<file path="src/rtl/vote_pkg.sv">
// Shared constants and state encoding for the vote result read-out path.
// Tally and total widths are sized so that four full tallies cannot overflow the total.
package vote_pkg;

    localparam int NUM_CAND = 4;
    localparam int CNT_W    = 8;
    localparam int TOTAL_W  = 10;
    localparam int IDX_W    = 2;

    localparam logic [IDX_W-1:0] LAST_IDX = IDX_W'(NUM_CAND - 1);

    typedef enum logic [1:0] {
        ST_IDLE = 2'd0,
        ST_SCAN = 2'd1,
        ST_EMIT = 2'd2,
        ST_DONE = 2'd3
    } state_t;

    function automatic logic [TOTAL_W-1:0] zext_total(input logic [CNT_W-1:0] v);
        return TOTAL_W'(v);
    endfunction

endpackage

</file>
<file path="src/rtl/vote_scan_unit.sv">
// Sequential max/tie/total datapath: consumes one snapshot tally per step.
// The lowest index keeps the win on equal counts because only a strict increase moves the winner.
import vote_pkg::*;

module vote_scan_unit (
    input  logic               clk,
    input  logic               rst,
    input  logic               i_clear,
    input  logic               i_step,
    input  logic [IDX_W-1:0]   i_idx,
    input  logic [CNT_W-1:0]   i_votes,
    output logic [IDX_W-1:0]   o_winner,
    output logic               o_tie,
    output logic [TOTAL_W-1:0] o_total
);

    logic [CNT_W-1:0]   r_max;
    logic [IDX_W-1:0]   r_winner;
    logic               r_tie;
    logic [TOTAL_W-1:0] r_total;

    always_ff @(posedge clk or posedge rst) begin
        if (rst) begin
            r_max    <= '0;
            r_winner <= '0;
            r_tie    <= 1'b0;
            r_total  <= '0;
        end else if (i_clear) begin
            r_max    <= '0;
            r_winner <= '0;
            r_tie    <= 1'b0;
            r_total  <= '0;
        end else if (i_step) begin
            r_total <= r_total + zext_total(i_votes);
            if (i_idx == '0) begin
                r_max    <= i_votes;
                r_winner <= '0;
            end else if (i_votes > r_max) begin
                r_max    <= i_votes;
                r_winner <= i_idx;
                r_tie    <= 1'b0;
            end else if (i_votes == r_max) begin
                r_tie <= 1'b1;
            end
        end
    end

    assign o_winner = r_winner;
    assign o_tie    = r_tie;
    assign o_total  = r_total;

endmodule

</file>
<file path="src/rtl/vote_result_reader.sv">
// Display-mode read-out: snapshots the tallies, scans for winner/tie/total, then streams
// one (candidate, votes) record per candidate over valid/ready, ending with a done pulse.
import vote_pkg::*;

module vote_result_reader (
    input  logic               clk,
    input  logic               rst,
    input  logic               mode,
    input  logic               start,
    input  logic [CNT_W-1:0]   cand1Votes,
    input  logic [CNT_W-1:0]   cand2Votes,
    input  logic [CNT_W-1:0]   cand3Votes,
    input  logic [CNT_W-1:0]   cand4Votes,
    output logic               busy,
    output logic [IDX_W-1:0]   winner,
    output logic               tie,
    output logic [TOTAL_W-1:0] total,
    output logic               winner_valid,
    output logic               rec_valid,
    input  logic               rec_ready,
    output logic [IDX_W-1:0]   rec_cand,
    output logic [CNT_W-1:0]   rec_votes,
    output logic               done,
    output state_t             dbg_state
);

    // Record handshake: a record transfers on a rising edge where rec_valid and rec_ready are
    // both high; while rec_valid is high and rec_ready is low, rec_cand/rec_votes do not change.

    state_t             r_state;
    logic [IDX_W-1:0]   r_idx;
    logic [CNT_W-1:0]   r_snap [NUM_CAND];
    logic               r_busy;
    logic               r_winner_valid;
    logic               r_rec_valid;
    logic [IDX_W-1:0]   r_rec_cand;
    logic [CNT_W-1:0]   r_rec_votes;
    logic               r_done;

    state_t             w_state_nxt;
    logic [IDX_W-1:0]   w_idx_nxt;
    logic [IDX_W-1:0]   w_idx_inc;
    logic               w_winner_valid_nxt;
    logic               w_rec_valid_nxt;
    logic [IDX_W-1:0]   w_rec_cand_nxt;
    logic [CNT_W-1:0]   w_rec_votes_nxt;
    logic               w_done_nxt;
    logic               w_snap_en;
    logic               w_clear;
    logic               w_step;
    logic [CNT_W-1:0]   w_live [NUM_CAND];

    assign w_live[0] = cand1Votes;
    assign w_live[1] = cand2Votes;
    assign w_live[2] = cand3Votes;
    assign w_live[3] = cand4Votes;
    assign w_idx_inc = r_idx + IDX_W'(1);

    always_comb begin
        w_state_nxt        = r_state;
        w_idx_nxt          = r_idx;
        w_winner_valid_nxt = r_winner_valid;
        w_rec_valid_nxt    = r_rec_valid;
        w_rec_cand_nxt     = r_rec_cand;
        w_rec_votes_nxt    = r_rec_votes;
        w_done_nxt         = 1'b0;
        w_snap_en          = 1'b0;
        w_clear            = 1'b0;
        w_step             = 1'b0;

        // Leaving display mode abandons the read-out, including any record still on offer.
        if (r_state != ST_IDLE && !mode) begin
            w_state_nxt        = ST_IDLE;
            w_winner_valid_nxt = 1'b0;
            w_rec_valid_nxt    = 1'b0;
        end else begin
            case (r_state)
                ST_IDLE: begin
                    if (!mode) begin
                        w_winner_valid_nxt = 1'b0;
                    end else if (start) begin
                        w_state_nxt        = ST_SCAN;
                        w_snap_en          = 1'b1;
                        w_clear            = 1'b1;
                        w_idx_nxt          = '0;
                        w_winner_valid_nxt = 1'b0;
                    end
                end
                ST_SCAN: begin
                    w_step = 1'b1;
                    if (r_idx == LAST_IDX) begin
                        w_state_nxt        = ST_EMIT;
                        w_idx_nxt          = '0;
                        w_winner_valid_nxt = 1'b1;
                        w_rec_valid_nxt    = 1'b1;
                        w_rec_cand_nxt     = '0;
                        w_rec_votes_nxt    = r_snap[0];
                    end else begin
                        w_idx_nxt = w_idx_inc;
                    end
                end
                ST_EMIT: begin
                    if (r_rec_valid && rec_ready) begin
                        if (r_idx == LAST_IDX) begin
                            w_state_nxt     = ST_DONE;
                            w_rec_valid_nxt = 1'b0;
                            w_done_nxt      = 1'b1;
                        end else begin
                            w_idx_nxt       = w_idx_inc;
                            w_rec_cand_nxt  = w_idx_inc;
                            w_rec_votes_nxt = r_snap[w_idx_inc];
                        end
                    end
                end
                ST_DONE: begin
                    w_state_nxt = ST_IDLE;
                end
                default: begin
                    w_state_nxt = ST_IDLE;
                end
            endcase
        end
    end

    always_ff @(posedge clk or posedge rst) begin
        if (rst) begin
            r_state        <= ST_IDLE;
            r_idx          <= '0;
            r_busy         <= 1'b0;
            r_winner_valid <= 1'b0;
            r_rec_valid    <= 1'b0;
            r_rec_cand     <= '0;
            r_rec_votes    <= '0;
            r_done         <= 1'b0;
            for (int i = 0; i < NUM_CAND; i++) begin
                r_snap[i] <= '0;
            end
        end else begin
            r_state        <= w_state_nxt;
            r_idx          <= w_idx_nxt;
            r_busy         <= (w_state_nxt != ST_IDLE);
            r_winner_valid <= w_winner_valid_nxt;
            r_rec_valid    <= w_rec_valid_nxt;
            r_rec_cand     <= w_rec_cand_nxt;
            r_rec_votes    <= w_rec_votes_nxt;
            r_done         <= w_done_nxt;
            if (w_snap_en) begin
                for (int i = 0; i < NUM_CAND; i++) begin
                    r_snap[i] <= w_live[i];
                end
            end
        end
    end

    vote_scan_unit u_scan (
        .clk      (clk),
        .rst      (rst),
        .i_clear  (w_clear),
        .i_step   (w_step),
        .i_idx    (r_idx),
        .i_votes  (r_snap[r_idx]),
        .o_winner (winner),
        .o_tie    (tie),
        .o_total  (total)
    );

    assign busy         = r_busy;
    assign winner_valid = r_winner_valid;
    assign rec_valid    = r_rec_valid;
    assign rec_cand     = r_rec_cand;
    assign rec_votes    = r_rec_votes;
    assign done         = r_done;
    assign dbg_state    = r_state;

endmodule

</file>
<file path="config.mk">
export PLATFORM = sky130hd
export DESIGN_NAME = vote_result_reader
export DESIGN_NICKNAME = d
export VERILOG_FILES = /design/src/rtl/vote_pkg.sv /design/src/rtl/vote_scan_unit.sv /design/src/rtl/vote_result_reader.sv
export SDC_FILE = /design/constraint.sdc
export NUM_CORES = 1
export LEC_CHECK = 0
export BUFFER_PORTS_ARGS = -buffer_cell sky130_fd_sc_hd__buf_4
export CORE_MARGIN = 1.5
export CORE_UTILIZATION = 25
export CTS_BUF_LIST = sky130_fd_sc_hd__clkbuf_2
export CTS_CLUSTER_DIAMETER = 120
export DETAILED_ROUTE_END_ITERATION = 7
export SYNTH_ARGS = -nofsm -noshare
export SYNTH_HDL_FRONTEND = slang
export SYNTH_HIERARCHICAL = 1
export SYNTH_SLANG_ARGS = --single-unit
export TNS_END_PERCENT = 10
</file>
<file path="constraint.sdc">
create_clock -name clk -period 3.7 [get_ports clk]
set_input_delay 0.555 -clock clk [delete_from_list [all_inputs] [get_ports clk]]
set_output_delay 0.555 -clock clk [all_outputs]
set_load 0.05 [all_outputs]
</file>
==> Word-level counts from Yosys, hierarchy flattened <==
Index checks and enable logic that the tools add are counted.
W data, S select, Z words.
{ "word_totals": {"regBits": 71, "input_bits": 37, "output_inout_bits": 29, "elab_cells": 118} }
{ "op_classes": {"addsub": 2, "order_cmp": 3, "n_eq_ne": 15, "mux": 59, "n_bitwise": 3, "reduce_logical": 20} }
{ "ops": {"columns": ["operator", "count"], "rows": [
  ["$mux W8", 11],
  ["$bmux W8 S2", 2],
  ["$mux W2", 16],
  ["$mux W1", 22],
  ["$mux W10", 2],
  ["$pmux W8 S2", 1],
  ["$reduce_bool A3 Y1", 5],
  ["$add A10 B8 Y10", 1],
  ["$ne A2 B2 Y1 const B", 5],
  ["$ne A3 B3 Y1 const B", 3],
  ["$eq A8 B8 Y1", 1],
  ["$gt A8 B8 Y1", 1],
  ["$pmux W2 S4", 1],
  ["$reduce_bool A2 Y1", 4],
  ["$eq A2 B2 Y1 const B", 3],
  ["$ge A3 B3 Y1 const B", 2],
  ["$not A2 Y3", 2],
  ["$pmux W2 S3", 1],
  ["$reduce_and A3 Y1", 2],
  ["$reduce_and A6 Y1", 1],
  ["$reduce_and A5 Y1", 1],
  ["$logic_not A2 Y1", 2],
  ["$ne A4 B4 Y1 const B", 1],
  ["$pmux W1 S2", 2],
  ["9 further kinds", 10]
]} }

==> Longest topological paths before layout <==
{ "depth": {"ltp_word": 10, "mapped_depth": 10, "mapped_depth_nobuf": 9} }

==> By module <==
Netlist, hierarchy kept.
{ "modules_own_cells": {"columns": ["mod", "n_inst", "cells_per_inst", "area_per_inst_um2", "seq_area_each_um2"], "rows": [
  ["vote_result_reader", 1, 204, 2621.3, 1251.2],
  ["vote_scan_unit", 1, 177, 1547.7, 525.5]
]} }

==> Worst setup path before layout <==
OpenSTA, ideal clock, no wires.
{ "synth_timing": {"kind": "register to register", "from": "register r_idx[0]", "to": "register u_scan.r_total[8], in the netlist u_scan/o_total[8]", "setup_time_ns": 0.125, "t_arrival_ns": 2.539, "required_ns": 3.575, "slack_ns": 1.037, "stages_incl_launch_ff": 11, "synth_period_minus_slack_ns": 2.663, "cell_sequence": "dfrtp_1 buf_4 mux4_2 ha_1 inv_1 fa_1 nor2b_1 o21a_1 o21a_1 o21ai_0 mux2_2"} }
{ "synth_between": {"elab_chain_len": 7} }
{ "synth_lines": {"columns": ["element", "line_no", "text"], "rows": [
  ["from (decl)", "vote_result_reader.sv:31", "logic [IDX_W-1:0] r_idx;"],
  ["from (signal assigned)", "vote_result_reader.sv:140", "r_idx <= w_idx_nxt;"],
  ["$not A2 Y3 (not written as such)", "vote_result_reader.sv:161", ".i_votes (r_snap[r_idx]),"],
  ["$bmux W8 S2", "vote_result_reader.sv:161", null],
  ["$mux W8 (not written as such) (2 in series)", "vote_result_reader.sv:161", null],
  ["$add A10 B8 Y10", "vote_scan_unit.sv:34", "r_total <= r_total + zext_total(i_votes);"],
  ["$mux W10", "vote_scan_unit.sv:33", "end else if (i_step) begin"],
  ["$mux W10", "vote_scan_unit.sv:28", "end else if (i_clear) begin"],
  ["to (signal assigned)", "vote_scan_unit.sv:34", null],
  ["to (decl)", "vote_scan_unit.sv:20", "logic [TOTAL_W-1:0] r_total;"]
]} }
No other way between the ends. The select of a mux whose other input is x is not followed.
A chain may end at the register's enable or synchronous reset.

==> Final worst setup path <==
{ "layout_timing": {"from": "register r_idx[1]", "to": "register u_scan.r_max[3]"} }
{ "layout_between": {"elab_chain_len": 8, "elab_cells_between_ends": 12, "cone_classes": "order compare: 1; mux: 7; bitwise: 1; reduce/logical: 3"} }
{ "layout_lines": {"columns": ["element", "line_no", "text"], "rows": [
  ["branches (longest 8 deep; another with $gt A8 B8 Y1)", null, null],
  ["to (signal assigned)", "vote_scan_unit.sv:36", "r_max <= i_votes;"],
  ["to (signal assigned)", "vote_scan_unit.sv:39", "r_max <= i_votes;"],
  ["to (decl)", "vote_scan_unit.sv:17", "logic [CNT_W-1:0] r_max;"]
]} }
Parallel ways; which one is timed is not known. The select of a mux whose other input is x is not followed.

==> impl_metrics.tcl <==
set metrics [dict create \
    dr.pass1.iters 4 \
    post_synth_instance_area_sq_mm 0.00417 \
    p_per_area_mw_per_mm2 871 \
    synth_seq_cells 71 \
    setup.worst_path.end_class "flop" \
    seq_area_sq_mm 0.00178 \
    max_slew.worst_pin.slew_ns 1.06 \
    grt_pass1_wl_mm 17.1 \
    path_clk_slew_ns 0.21 \
    remaining_drc_errors 0 \
    seq_area_frac_synth 0.426 \
    crit_chain "mux4_2 > ha_1 > nand4_1 > nor2_1 > a211o_1 > a31oi_4 > mux2i_1" \
    rsz0062_at_grt "false" \
    drt_iter0_drc 131 \
    cpPeakStageDelay_ns 0.74 \
    min-delay-path-class "input pin to asynchronous set/reset pin" \
    cts_setup_buffers 0 \
    r2r_slack_ns 0.69 \
    gp_routability_congestion 0.831 \
    final_setup_skew_ns 0.0209 \
    yosys.area.top_type "sky130_fd_sc_hd__dfrtp_1" \
    gr-usage-all-layers 0.123 \
    post_synth_most_frequent_cells "sky130_fd_sc_hd__dfrtp_1 (71), sky130_fd_sc_hd__mux2_2 (44), sky130_fd_sc_hd__nand2_1 (35)" \
    setup-violations-final 0 \
    syn_area_per_cell_sq_um 10.9 \
    cts.path.max_buffers 2 \
    post_synth_inst_count 381 \
    ioPinCount 66 \
    hold_viol_final 0 \
    wl_per_cell_um 15.4 \
    finalCoreUtilization 0.304 \
    final_layout_size_suffix_gt1_frac 0.344 \
    totalNegativeSetupSlack_ns 0 \
    tritoncts "done" \
    core_area_sq_mm 0.0164 \
    synth_top_cells_by_area "sky130_fd_sc_hd__dfrtp_1 (43%), sky130_fd_sc_hd__mux2_2 (12%), sky130_fd_sc_hd__ha_1 (6.9%), sky130_fd_sc_hd__mux4_2 (4.3%), sky130_fd_sc_hd__nand2_1 (3.2%)" \
    grt_start_max_net_pins 51 \
    timing.final.crit_share 0.814 \
    crit_required_ns 4.20 \
    post-route-min-period_ns 3.01 \
    route.antenna.remaining_nets 0 \
    max_clock_freq_mhz 332 \
    nets_final 506 \
    post_synth_num_cell_types 59 \
    num-fill-cells 1674 \
    numCtsBuffers 9 \
    die_h_um 132 \
    cts.repair.resized 0 \
    place.port_buffers 65 \
    holdBufCountCts 0 \
    initial_utilization 0.254 \
    arrival_ns 3.51 \
    timing.critical_path.from_type "flop" \
    synth-edff-count 0 \
    clock_sinks 71 \
    fp-row-count 47 \
    fp.dieW_um 132 \
    clock_insertion_delay_worst_skew_ns 0.56 \
    fp.dieArea_sq_mm 0.0175 \
    cts.root.buffer_cell "sky130_fd_sc_hd__clkbuf_2" \
    critical-path-slowest-cell "sky130_fd_sc_hd__dfrtp_1" \
    irDropWorstVdd_uv 280 \
    run_status "finished, final reports clean" \
    via_count_of_the_first_global_routing_pass 3311 \
    vias 3202 \
    antenna_found_initial 0 \
    mappedNetlistNets 442 \
    num_antenna_cells 0 \
    grt_overflow_total 0 \
    cts.htree.levels 3 \
    synthFlopType "sky130_fd_sc_hd__dfrtp_1" \
    area_growth_syn_to_layout_pct 19.8 \
    timing.slew.headroom 0.294 \
    cellLeakagePower_nw 2.22 \
    drt-total-wl_mm 10.3 \
    place_hpwl_mm 7.61 \
    area_of_combinational_cells_with_multiple_inputs_sq_mm 0.00222 \
    slew_violations 0 \
    path_class "flop to flop" \
    async_reset_ff_frac 1.00 \
    proportion_of_netlist_area_held_by_the_largest_area_contributor 0.426 \
    synth_most_common_cell "sky130_fd_sc_hd__dfrtp_1" \
    detail_route.vias_per_cell 4.78 \
    critical_path_peak_fanout 14 \
    yosys_warnings 6 \
    cap_viol_max_count 0 \
]
==> report_power, final <==
group          internal, mW  switching, mW
registers              1.08          0.281
logic                  1.08           1.46
clock network         0.156          0.296
==> area by class of cell <==
type	count	area share
clock buffers	10	0.0100
clock inverters	6	0.0123
inverters	24	0.0180
multi-input cells	269	0.444
flip-flops and latches	71	0.356
well taps	220	0.0551
repair buffers	70	0.105
==> per-stage QoR <==
| stage | instance area [sq um] | power [mW] | hold WS [ns] | instances | setup WS (ns) |
|---|---|---|---|---|---|
| after floorplan | 4170 | 3.24 | 0.487 | 381 | 1.04 |
| after global placement | 4880 | 3.80 | 0.477 | 654 | 0.897 |
| after detailed placement | 4880 | 3.90 | 0.473 | 654 | 0.714 |
| after CTS | 4990 | 4.36 | 0.130 | 670 | 0.687 |
| after global routing | 4990 | 4.71 | 0.136 | 670 | 0.509 |
| final | 4990 | 4.35 | 0.137 | 670 | 0.688 |
==> flip-flops by register name, summed over array words and instances, names as in the netlist <==
name and flops:
rec_cand 2, busy 1, u_scan/o_tie 1, u_scan/r_max 8, u_scan/o_total 10, rec_votes 8
r_idx 2, winner_valid 1, u_scan/o_winner 2, done 1, rec_valid 1, r_snap 32
dbg_state 2
==> kinds of logic after synthesis <==
group | Yosys count | synth area share
adders and majority gates | 24 | 0.0738
DFF | 71 | 0.426
buffers and inverters | 41 | 0.0423
and+or+nand+nor | 97 | 0.119
AOI/OAI and AO/OA | 85 | 0.149
muxes | 63 | 0.189
==> cell usage in the layout, fill, tap and decap left out, types with 5 or more instances in the layout <==
| cell | n |
|---|---|
| sky130_fd_sc_hd__ha_1 | 23 |
| sky130_fd_sc_hd__buf_4 | 70 |
| sky130_fd_sc_hd__o32ai_1 | 5 |
| sky130_fd_sc_hd__nand3_1 | 10 |
| sky130_fd_sc_hd__a21oi_1 | 13 |
| sky130_fd_sc_hd__mux2i_1 | 10 |
| sky130_fd_sc_hd__nand4_1 | 6 |
| sky130_fd_sc_hd__clkbuf_2 | 10 |
| sky130_fd_sc_hd__dfrtp_1 | 71 |
| sky130_fd_sc_hd__mux2_2 | 44 |
| sky130_fd_sc_hd__o22ai_1 | 7 |
| sky130_fd_sc_hd__nor2b_1 | 8 |
| sky130_fd_sc_hd__a211oi_1 | 6 |
| sky130_fd_sc_hd__mux4_2 | 8 |
| sky130_fd_sc_hd__o211ai_1 | 8 |
| sky130_fd_sc_hd__nand2_1 | 35 |
| sky130_fd_sc_hd__inv_1 | 22 |
| sky130_fd_sc_hd__o31ai_1 | 5 |
| sky130_fd_sc_hd__o21ai_0 | 14 |
| sky130_fd_sc_hd__nor2_1 | 15 |
==> path summary, 6_finish.rpt <==
kind / cells after the start / end / from
worst max-delay path: 7 / u_scan/r_max[3]$_DFFE_PP0P_ / r_idx[1]$_DFFE_PP0P_
worst min-delay path: 2 / u_scan/o_tie$_DFFE_PP0P_ / rst
worst max register to register: 7 / u_scan/r_max[3]$_DFFE_PP0P_ / r_idx[1]$_DFFE_PP0P_
worst min register to register: 1 / rec_votes[6]$_DFFE_PP0P_ / rec_votes[6]$_DFFE_PP0P_
max in group asynchronous: 2 / r_idx[1]$_DFFE_PP0P_ / rst
min in group clk: 2 / r_snap[1]$_DFFE_PP0P_ / cand4Votes[1]
==> critical path, delay by kind of cell, from the launching register on <==
kind / cells / cell delay, ns
mux: 2 / 0.90
flops: 1 / 0.74
compound gates: 2 / 0.70
fa+ha+maj: 1 / 0.34
simple gates: 2 / 0.27
==> per-layer routing <==
layer,vias up,part of all wire,GRT usage
li1,1538,-,-
met1,1538,0.47,0.165
met2,113,0.46,0.192
met3,13,0.058,0.0273
met4,0,0.018,0.0519
met5,-,0,0
No activity file was read; power rests on OpenSTA's default activity.
